**src/rtl/bus_arbiter_rr_pkg.sv**
```systemverilog
// ---------------------------------------------------------------------------
// bus_arbiter_rr_pkg
// Shared definitions for the system-bus round-robin arbiter.
//   - ENABLE_ / DISABLE_ : levels of active-low bus strobes (req_, lock_, grnt_)
//   - BUS_MASTER_n       : master index constants
//   - BUS_ARB_OWNER_W(n) : owner-index width for n masters (at least 1 bit)
//   - HOLD_MAX_DEFAULT   : default per-grant hold quota
//   - HOLD_CNT_W         : width of the hold counter
// ---------------------------------------------------------------------------
`ifndef BUS_ARBITER_RR_PKG_SV
`define BUS_ARBITER_RR_PKG_SV

`define BUS_ARB_OWNER_W(n) (((n) > 1) ? $clog2(n) : 1)

package bus_arbiter_rr_pkg;

    localparam logic ENABLE_  = 1'b0;
    localparam logic DISABLE_ = 1'b1;

    localparam int BUS_MASTER_0  = 0;  localparam int BUS_MASTER_1  = 1;
    localparam int BUS_MASTER_2  = 2;  localparam int BUS_MASTER_3  = 3;
    localparam int BUS_MASTER_4  = 4;  localparam int BUS_MASTER_5  = 5;
    localparam int BUS_MASTER_6  = 6;  localparam int BUS_MASTER_7  = 7;
    localparam int BUS_MASTER_8  = 8;  localparam int BUS_MASTER_9  = 9;
    localparam int BUS_MASTER_10 = 10; localparam int BUS_MASTER_11 = 11;
    localparam int BUS_MASTER_12 = 12; localparam int BUS_MASTER_13 = 13;
    localparam int BUS_MASTER_14 = 14; localparam int BUS_MASTER_15 = 15;

    localparam int HOLD_MAX_DEFAULT = 16;
    localparam int HOLD_CNT_W       = 8;

endpackage

`endif

```
**src/rtl/bus_arbiter_rr_pick.sv**
```systemverilog
// ---------------------------------------------------------------------------
// bus_arbiter_rr_pick
// Combinational rotate-priority finder. Scans start+1, start+2, ... wrapping
// modulo N and ends with start itself, reporting the first set request.
//   req        in  N      request vector, active-high
//   start      in  IDX_W  index the scan rotates from
//   excl_start in  1      leave start itself out of the scan
//   found      out 1      some eligible request was found
//   idx        out IDX_W  index of that request (0 when none found)
// ---------------------------------------------------------------------------
module bus_arbiter_rr_pick
    import bus_arbiter_rr_pkg::*;
#(
    parameter int N     = 4,
    parameter int IDX_W = `BUS_ARB_OWNER_W(N)
) (
    input  logic [N-1:0]     req,
    input  logic [IDX_W-1:0] start,
    input  logic             excl_start,
    output logic             found,
    output logic [IDX_W-1:0] idx
);

    int pos;

    // Walk offsets from farthest to nearest so the nearest hit is the one
    // left standing; offset N is start itself.
    always_comb begin
        found = 1'b0;
        idx   = '0;
        pos   = 0;
        for (int k = N; k >= 1; k--) begin
            pos = (int'(start) + k) % N;
            if (req[pos[IDX_W-1:0]] && !(excl_start && (k == N))) begin
                found = 1'b1;
                idx   = pos[IDX_W-1:0];
            end
        end
    end

endmodule

```
**src/rtl/bus_arbiter_rr.sv**
```systemverilog
// ---------------------------------------------------------------------------
// bus_arbiter_rr
// Round-robin arbiter for the shared system bus. One master always owns the
// bus; with no requests the grant parks on the last owner.
// Optional feature macro: BUS_ARB_QUOTA_EN adds the per-grant hold quota
// (hold counter, quota expiry and lock_ honouring). Without it an owner
// keeps the bus for as long as it requests.
//   clk     in   1            rising-edge clock
//   rst     in   1            synchronous reset, active-high
//   req_    in   NUM_MASTERS  bus requests, active-low
//   lock_   in   NUM_MASTERS  lock, active-low, honoured for the owner only
//   grnt_   out  NUM_MASTERS  grant, one-hot-low, decoded from owner register
//   owner   out  OWNER_W      index of the granted master
//   switch  out  1            high in the first cycle of a new owner
// ---------------------------------------------------------------------------
module bus_arbiter_rr
    import bus_arbiter_rr_pkg::*;
#(
    parameter int NUM_MASTERS = 4,
    parameter int HOLD_MAX    = HOLD_MAX_DEFAULT,
    parameter int OWNER_W     = `BUS_ARB_OWNER_W(NUM_MASTERS)
) (
    input  logic                   clk,
    input  logic                   rst,
    input  logic [NUM_MASTERS-1:0] req_,
    input  logic [NUM_MASTERS-1:0] lock_,
    output logic [NUM_MASTERS-1:0] grnt_,
    output logic [OWNER_W-1:0]     owner,
    output logic                   switch
);

    logic [NUM_MASTERS-1:0] req;
    logic [NUM_MASTERS-1:0] owner_oh;
    logic [OWNER_W-1:0]     owner_q, owner_d;
    logic                   switch_q, switch_d;
    logic                   owner_req, others_req;
    logic                   pick_found;
    logic [OWNER_W-1:0]     pick_idx;
    logic                   quota_exp;

    assign req = ~req_;

    always_comb begin
        owner_oh          = '0;
        owner_oh[owner_q] = 1'b1;
    end

    assign owner_req  = req[owner_q];
    assign others_req = |(req & ~owner_oh);

    // While the owner still requests, the scan must skip it so an expiring
    // quota hands the bus to someone else; otherwise its bit is already 0.
    bus_arbiter_rr_pick #(
        .N     (NUM_MASTERS),
        .IDX_W (OWNER_W)
    ) u_pick (
        .req        (req),
        .start      (owner_q),
        .excl_start (owner_req),
        .found      (pick_found),
        .idx        (pick_idx)
    );

`ifdef BUS_ARB_QUOTA_EN
    localparam logic [HOLD_CNT_W-1:0] HOLD_LAST = HOLD_CNT_W'(HOLD_MAX - 1);

    logic [HOLD_CNT_W-1:0] hold_cnt_q, hold_cnt_d;
    logic                  owner_locked;
    logic                  contended;

    assign owner_locked = (lock_[owner_q] == ENABLE_);
    assign contended    = owner_req && others_req;
    assign quota_exp    = contended && !owner_locked && (hold_cnt_q == HOLD_LAST);

    // Counter only advances while the owner is actually being contested and
    // not locked; it stays saturated at HOLD_LAST so a lock release expires
    // the quota on the very next edge.
    always_comb begin
        hold_cnt_d = hold_cnt_q;
        if (owner_d != owner_q) begin
            hold_cnt_d = '0;
        end else if (contended && !owner_locked && (hold_cnt_q < HOLD_LAST)) begin
            hold_cnt_d = hold_cnt_q + 1'b1;
        end
    end

    always_ff @(posedge clk) begin
        if (rst) begin
            hold_cnt_q <= '0;
        end else begin
            hold_cnt_q <= hold_cnt_d;
        end
    end
`else
    logic unused_cfg;

    assign quota_exp  = 1'b0;
    assign unused_cfg = (^lock_) ^ (HOLD_MAX > 0);
`endif

    always_comb begin
        owner_d = owner_q;
        if ((!owner_req || quota_exp) && pick_found) begin
            owner_d = pick_idx;
        end
        switch_d = (owner_d != owner_q);
    end

    always_ff @(posedge clk) begin
        if (rst) begin
            owner_q  <= OWNER_W'(BUS_MASTER_0);
            switch_q <= 1'b0;
        end else begin
            owner_q  <= owner_d;
            switch_q <= switch_d;
        end
    end

    // Grant is a plain decode of the owner register: no path from req_.
    always_comb begin
        grnt_          = {NUM_MASTERS{DISABLE_}};
        grnt_[owner_q] = ENABLE_;
    end

    assign owner  = owner_q;
    assign switch = switch_q;

endmodule

```
**config.mk**
```make
export PLATFORM = sky130hd
export DESIGN_NAME = bus_arbiter_rr
export DESIGN_NICKNAME = d
export VERILOG_FILES = /design/src/rtl/bus_arbiter_rr_pkg.sv /design/src/rtl/bus_arbiter_rr_pick.sv /design/src/rtl/bus_arbiter_rr.sv
export SDC_FILE = /design/constraint.sdc
export NUM_CORES = 1
export LEC_CHECK = 0
export CORE_AREA = 5 5 42 44
export CTS_BUF_LIST = sky130_fd_sc_hd__clkbuf_4 sky130_fd_sc_hd__clkbuf_8 sky130_fd_sc_hd__clkbuf_16
export DETAILED_ROUTE_END_ITERATION = 10
export DIE_AREA = 0 0 47 49
export DONT_BUFFER_PORTS = 1
export HOLD_SLACK_MARGIN = 0.12
export PLACE_DENSITY_LB_ADDON = 0.05
export SLEW_MARGIN = 20
export SYNTH_ARGS = -nofsm -noshare
export SYNTH_HDL_FRONTEND = slang
export SYNTH_SLANG_ARGS = --single-unit
export TNS_END_PERCENT = 10
```
**constraint.sdc**
```tcl
create_clock -name clk -period 3.4 [get_ports clk]
set_input_delay 0.34 -clock clk [delete_from_list [all_inputs] [get_ports clk]]
set_output_delay 0.34 -clock clk [all_outputs]
set_load 0.01 [all_outputs]
```
======== After elaboration in Yosys (flattened, before gate mapping) ========
Index checks and enable logic that the tools add are counted.
storage, ports and cells
  register bits after elaboration ......... 3
  latch bits .............................. 0
  RAM bits ................................ 0
  memory bits (read-only) ................. 0
  logic and storage cells ................. 40
  memories kept ........................... 0
operators by class
  add/sub/neg operators ................... 4
  multipliers ............................. 0
  divide/modulo/power cells ............... 0
  order comparisons ....................... 6
  eq/ne operators ......................... 1
  shift operators ......................... 0
  muxes and demuxes ....................... 21
  bitwise gates (word level) .............. 2
  reductions and logical operators ........ 4
operator list
  kind                   count
  $lt A2 B3 Y1 const B   5
  $bmux W1 S2            5
  $mux W1                10
  $mux W2                5
  $not A4 Y4             2
  $add A2 B1 Y2 const B  2
  $add A2 B2 Y2 const B  2
  $logic_and A1 B1 Y1    3
  $demux W1 S2           1
  $ge A2 B1 Y1 const B   1
  $ne A2 B2 Y1           1
  $logic_not A1 Y1       1

======== Depth between registers and ports, before layout ========
  word-level depth ........................ 12
  gate-level depth with buffers ........... 6
  mapped depth without buffers ............ 6

======== Hierarchy ========
From an unflattened synthesis, not the netlist that was laid out.
second synthesis, totals
  cells, all modules ...................... 65
  area, all modules ....................... 538.0 um^2
modules (own cells, without submodules)
  module               times used  cells each  area each (um^2)  seq. area each (um^2)
  bus_arbiter_rr_pick  1           36          272.8             0.0
  bus_arbiter_rr       1           29          265.3             60.1

======== Least setup slack after synthesis ========
Ideal clock, no wire load.
  path type ............................... register -> register
  start point ............................. register owner_q[0], in the netlist owner[0]
  end point ............................... register owner_q[1], in the netlist owner[1]
  setup time .............................. 66 ps
  data arrival time ....................... 1750 ps
  required time ........................... 3334 ps
  setup slack ............................. 1584 ps
  stages on the path, launching flop included .. 7
  path buffers ............................ 0
  clock period less this slack ............ 1816 ps
  cell sequence ........................... dfxtp_1 > inv_1 > ha_1 > inv_1 > a211o_1 > a311o_1 > a21oi_2
on the way
  word-level cells in the longest chain between the ends .. 10
RTL lines
  element                                                                   RTL line                                          source
  start: declaration                                                        bus_arbiter_rr.sv:34                              logic [OWNER_W-1:0] owner_q, owner_d;
  start signal: assignment                                                  bus_arbiter_rr.sv:111                             owner_q <= OWNER_W'(BUS_MASTER_0);
  start signal: assignment                                                  bus_arbiter_rr.sv:114                             owner_q <= owner_d;
  $add A2 B1 Y2 / $bmux W1 S2 (equally long branches)                       bus_arbiter_rr_pick.sv:33, bus_arbiter_rr.sv:48
  $bmux W1 S2 / $mux W1 (equally long branches)                             bus_arbiter_rr_pick.sv:34, bus_arbiter_rr.sv:48
  $mux W1 (not written as such) / $logic_not A1 Y1 (equally long branches)  bus_arbiter_rr_pick.sv:34, bus_arbiter_rr.sv:103
  $logic_and A1 B1 Y1                                                       bus_arbiter_rr_pick.sv:34                         if (req[pos[IDX_W-1:0]] && !(excl_start && (k == N))) begin
  $mux W1 (4 in series)                                                     bus_arbiter_rr_pick.sv:34
  $logic_and A1 B1 Y1                                                       bus_arbiter_rr.sv:103                             if ((!owner_req || quota_exp) && pick_found) begin
  $mux W2 (*)                                                               bus_arbiter_rr.sv:103
Every way passes the cells marked *; elsewhere a longest branch is shown, timed or not. The select of a mux whose other input is x is not followed.
A chain may end at the register's enable or synchronous reset.

======== Worst setup path after layout ========
  start point ............................. register owner_q[0], in the netlist owner[0]
  end point ............................... register owner_q[0], in the netlist owner[0]
Same word-level chain as after synthesis.

==> results.md <==
- Pre-antenna DRT Iters: 4
- Setup Skew: 6.694 ps
- Place WS: 1300 ps
- Capturing point of the worst reg2reg path: owner[0]
- Fin crit share: 0.6191
- Int Power: 0.0001271 W
- Top Ports: 17
- Setup TNS: 0 ps
- Post-synth EDFFs: 0
- Crit path from: owner[0]
- Wire length per cell: 14.77 µm
- Async SR Flop Fraction: 0
- Vias in the first global route: 303
- Gp weighted congestion: 0.7106
- Final Max Slew Viols: 0
- CTS hold repair buffers: 0
- Layout cells sized above 1: 0.1951
- Final net count: 56
- Largest net degree at the start of global routing: 10
- Final antenna-violating net count: 0
- Mux contribution to synthesized area: 0.1680
- Worst Setup Path Type: flop to flop
- GR peak layer: met2
- #FFs+latches synth: 3
- Worst-margin pin slew: 430.5 ps
- Average cell area after synthesis: 8.454 µm²
- Compound-cell area share of the yosys netlist: 0.2880
- Die area: 2303 µm²
- Synth Warn #: 0
- Post-Synth Simple-Gate Area: 0.09600
- Post-Route WL: 842 µm
- Largest family of logic cells by synthesized area: compound AO/OA/AOI/OAI gates
- Iter 0 DRT Violations: 7
- Gr usage total: 0.08023
- Clock transition at path regs: 40 ps
- Postcts setup bufs: 0
- Clock share of power: 0.341
- H-tree depth: 1
- GRT met2 Usage: 0.1086
- Drc violations: 0
- Static Leak: 0.1463 nW
- Required @ worst endpoint: 3560 ps
- Worst r2r src: owner[0]
- Normalized max-slew margin: 0.7056
- Worst setup endpoint: owner[0]
- Port bufs: 0
- Final setup violation count: 0
- Die Span Y: 49 µm
- Layout area overhead: 16.00%
- M3 GR Usage: 0.03321
- Seq pwr share: 0.290
- Comb pwr share: 0.369
- Syn nets: 51
- Diodes inserted: 0
- Post_cts resized: 0
- Num CTS Buffers: 3
- Root buffer cell: clkbuf_4
- Synth unique cells: 20
- Post-Syn Instances: 37
- Number of vias in the routed layout: 291
- Seq/Total Area, Yosys: 0.1920
- Final setup margin: 1295 ps
- Outcome: finished clean
- Crit path launch type: flop
- Via density: 5.105
- Post-layout min period: 2105 ps
- Worst-skew pair later-pin latency: 230 ps
- Syn Std Cell Area: 312.8 µm²
- CP Data Arrival Time: 2270 ps
- Switching Share: 0.3842
- Die width: 47 µm
- Initial core utilization: 0.2232
- CTS tree: yes
- Synth Area in Adders: 0.1600
- Std-Cell Rows: 14
- Max-cap viol count: 0
- CTS sink cnt: 3
- Global-route wire length before repair: 1317 µm
- Detailed Place HPWL: 616.7 µm
- CP max FO: 9
- P_sw: 0.00007930 W
- R2r worst-path depth: 6
- Unrepaired setup endpoints after global routing: no
- Ys flop type: dfxtp_1
- Crit. End Element: flop
- Met1 GRT Util: 0.08772
- Gr ovfl total: 0
- Clk buf depth: 2
- Initial antenna violation count: 0
- Power per cell area: 568.9 nW/µm²
- Maximum vdd drop: 0.1873 mV
- Fmax: 475.1 MHz
- Reg2Reg Setup Slack: 1300 ps
- Xor/xnor share of the synthesized area: 0
- Final hold vios: 0
- Core region area: 1401 µm²
- Hold WC Path Type: input port to flop
## metal layers
layer	routed length (µm)	share of wire
met1	347	0.41
met2	428	0.51
met3	66	0.078
met4	0	0
met5	0	0
## cell usage after synthesis (2+ instances only)
cell type | number | area [µm²]
nor2_1 | 2 | 7.510
a21oi_1 | 2 | 10.01
ha_1 | 4 | 50.05
o21ai_0 | 2 | 10.01
dfxtp_1 | 3 | 60.06
mux2i_1 | 3 | 30.03
inv_1 | 8 | 30.03
## worst min-delay path by stage
stage | from | end | slack, ps | cells past startpoint
after floorplan | rst | owner[1] | 400 | 1
after global placement | rst | owner[1] | 410 | 1
after detailed placement | rst | owner[1] | 410 | 1
after CTS | rst | owner[1] | 170 | 1
after global routing | rst | owner[1] | 160 | 1
final | rst | owner[1] | 170 | 1
## cell usage in the layout (no fill, tap or decap), types with 2 or more instances in the layout
| master | instances |
|---|---|
| clkbuf_4 | 4 |
| o21ai_0 | 2 |
| nor2_1 | 2 |
| mux2i_1 | 3 |
| a21oi_1 | 2 |
| ha_1 | 4 |
| dfxtp_1 | 3 |
| inv_1 | 8 |
## metrics by stage
step                cell area, µm²   power, W  instances  hold slack (ps)  utilization
floorplan                    312.8  0.0001202         37            402.4            -
global placement             332.8  0.0001360         53            405.6       0.2375
detailed placement           332.8  0.0001380         53            408.2       0.2375
CTS                          362.8  0.0002110         57            166.8       0.2589
global route                 362.8  0.0002217         57            160.6       0.2589
finish                       362.8  0.0002064         57            172.9       0.2589
## registers in the layout (all words and copies together) (netlist names)
signal  count
switch      1
owner       2
## critical path: stages, from the launching register on
cell	delay, ps
dfxtp_1	570
inv_1	220
ha_1	400
mux2i_1	150
a2111oi_0	420
o31ai_1	150
a21oi_1	130
## cell families (layout without fill, tap and decap cells)
family,after synthesis,in the layout
fa+ha+maj,4,4
compound gates,12,12
mux,4,4
flops,3,3
buf+inv,8,12
simple gates,6,6
## power by group through the flow
stage                     Sequential, W  Combinational [W]   Clock, W
after floorplan               0.0000558          0.0000644          0
after global placement        0.0000602          0.0000758          0
after detailed placement      0.0000609          0.0000772          0
after CTS                     0.0000603          0.0000774  0.0000732
after global routing          0.0000612          0.0000852  0.0000754
final                         0.0000599          0.0000762  0.0000703
## cell type report
class / count / area [µm²]
Clock buffer: 4 / 30.03
Tap cell: 16 / 20.02
Inverter: 8 / 30.03
Sequential cell: 3 / 60.06
Fill cell: 170 / 1039
Multi-Input combinational cell: 26 / 222.7
Power figures use the tool's default switching activity.
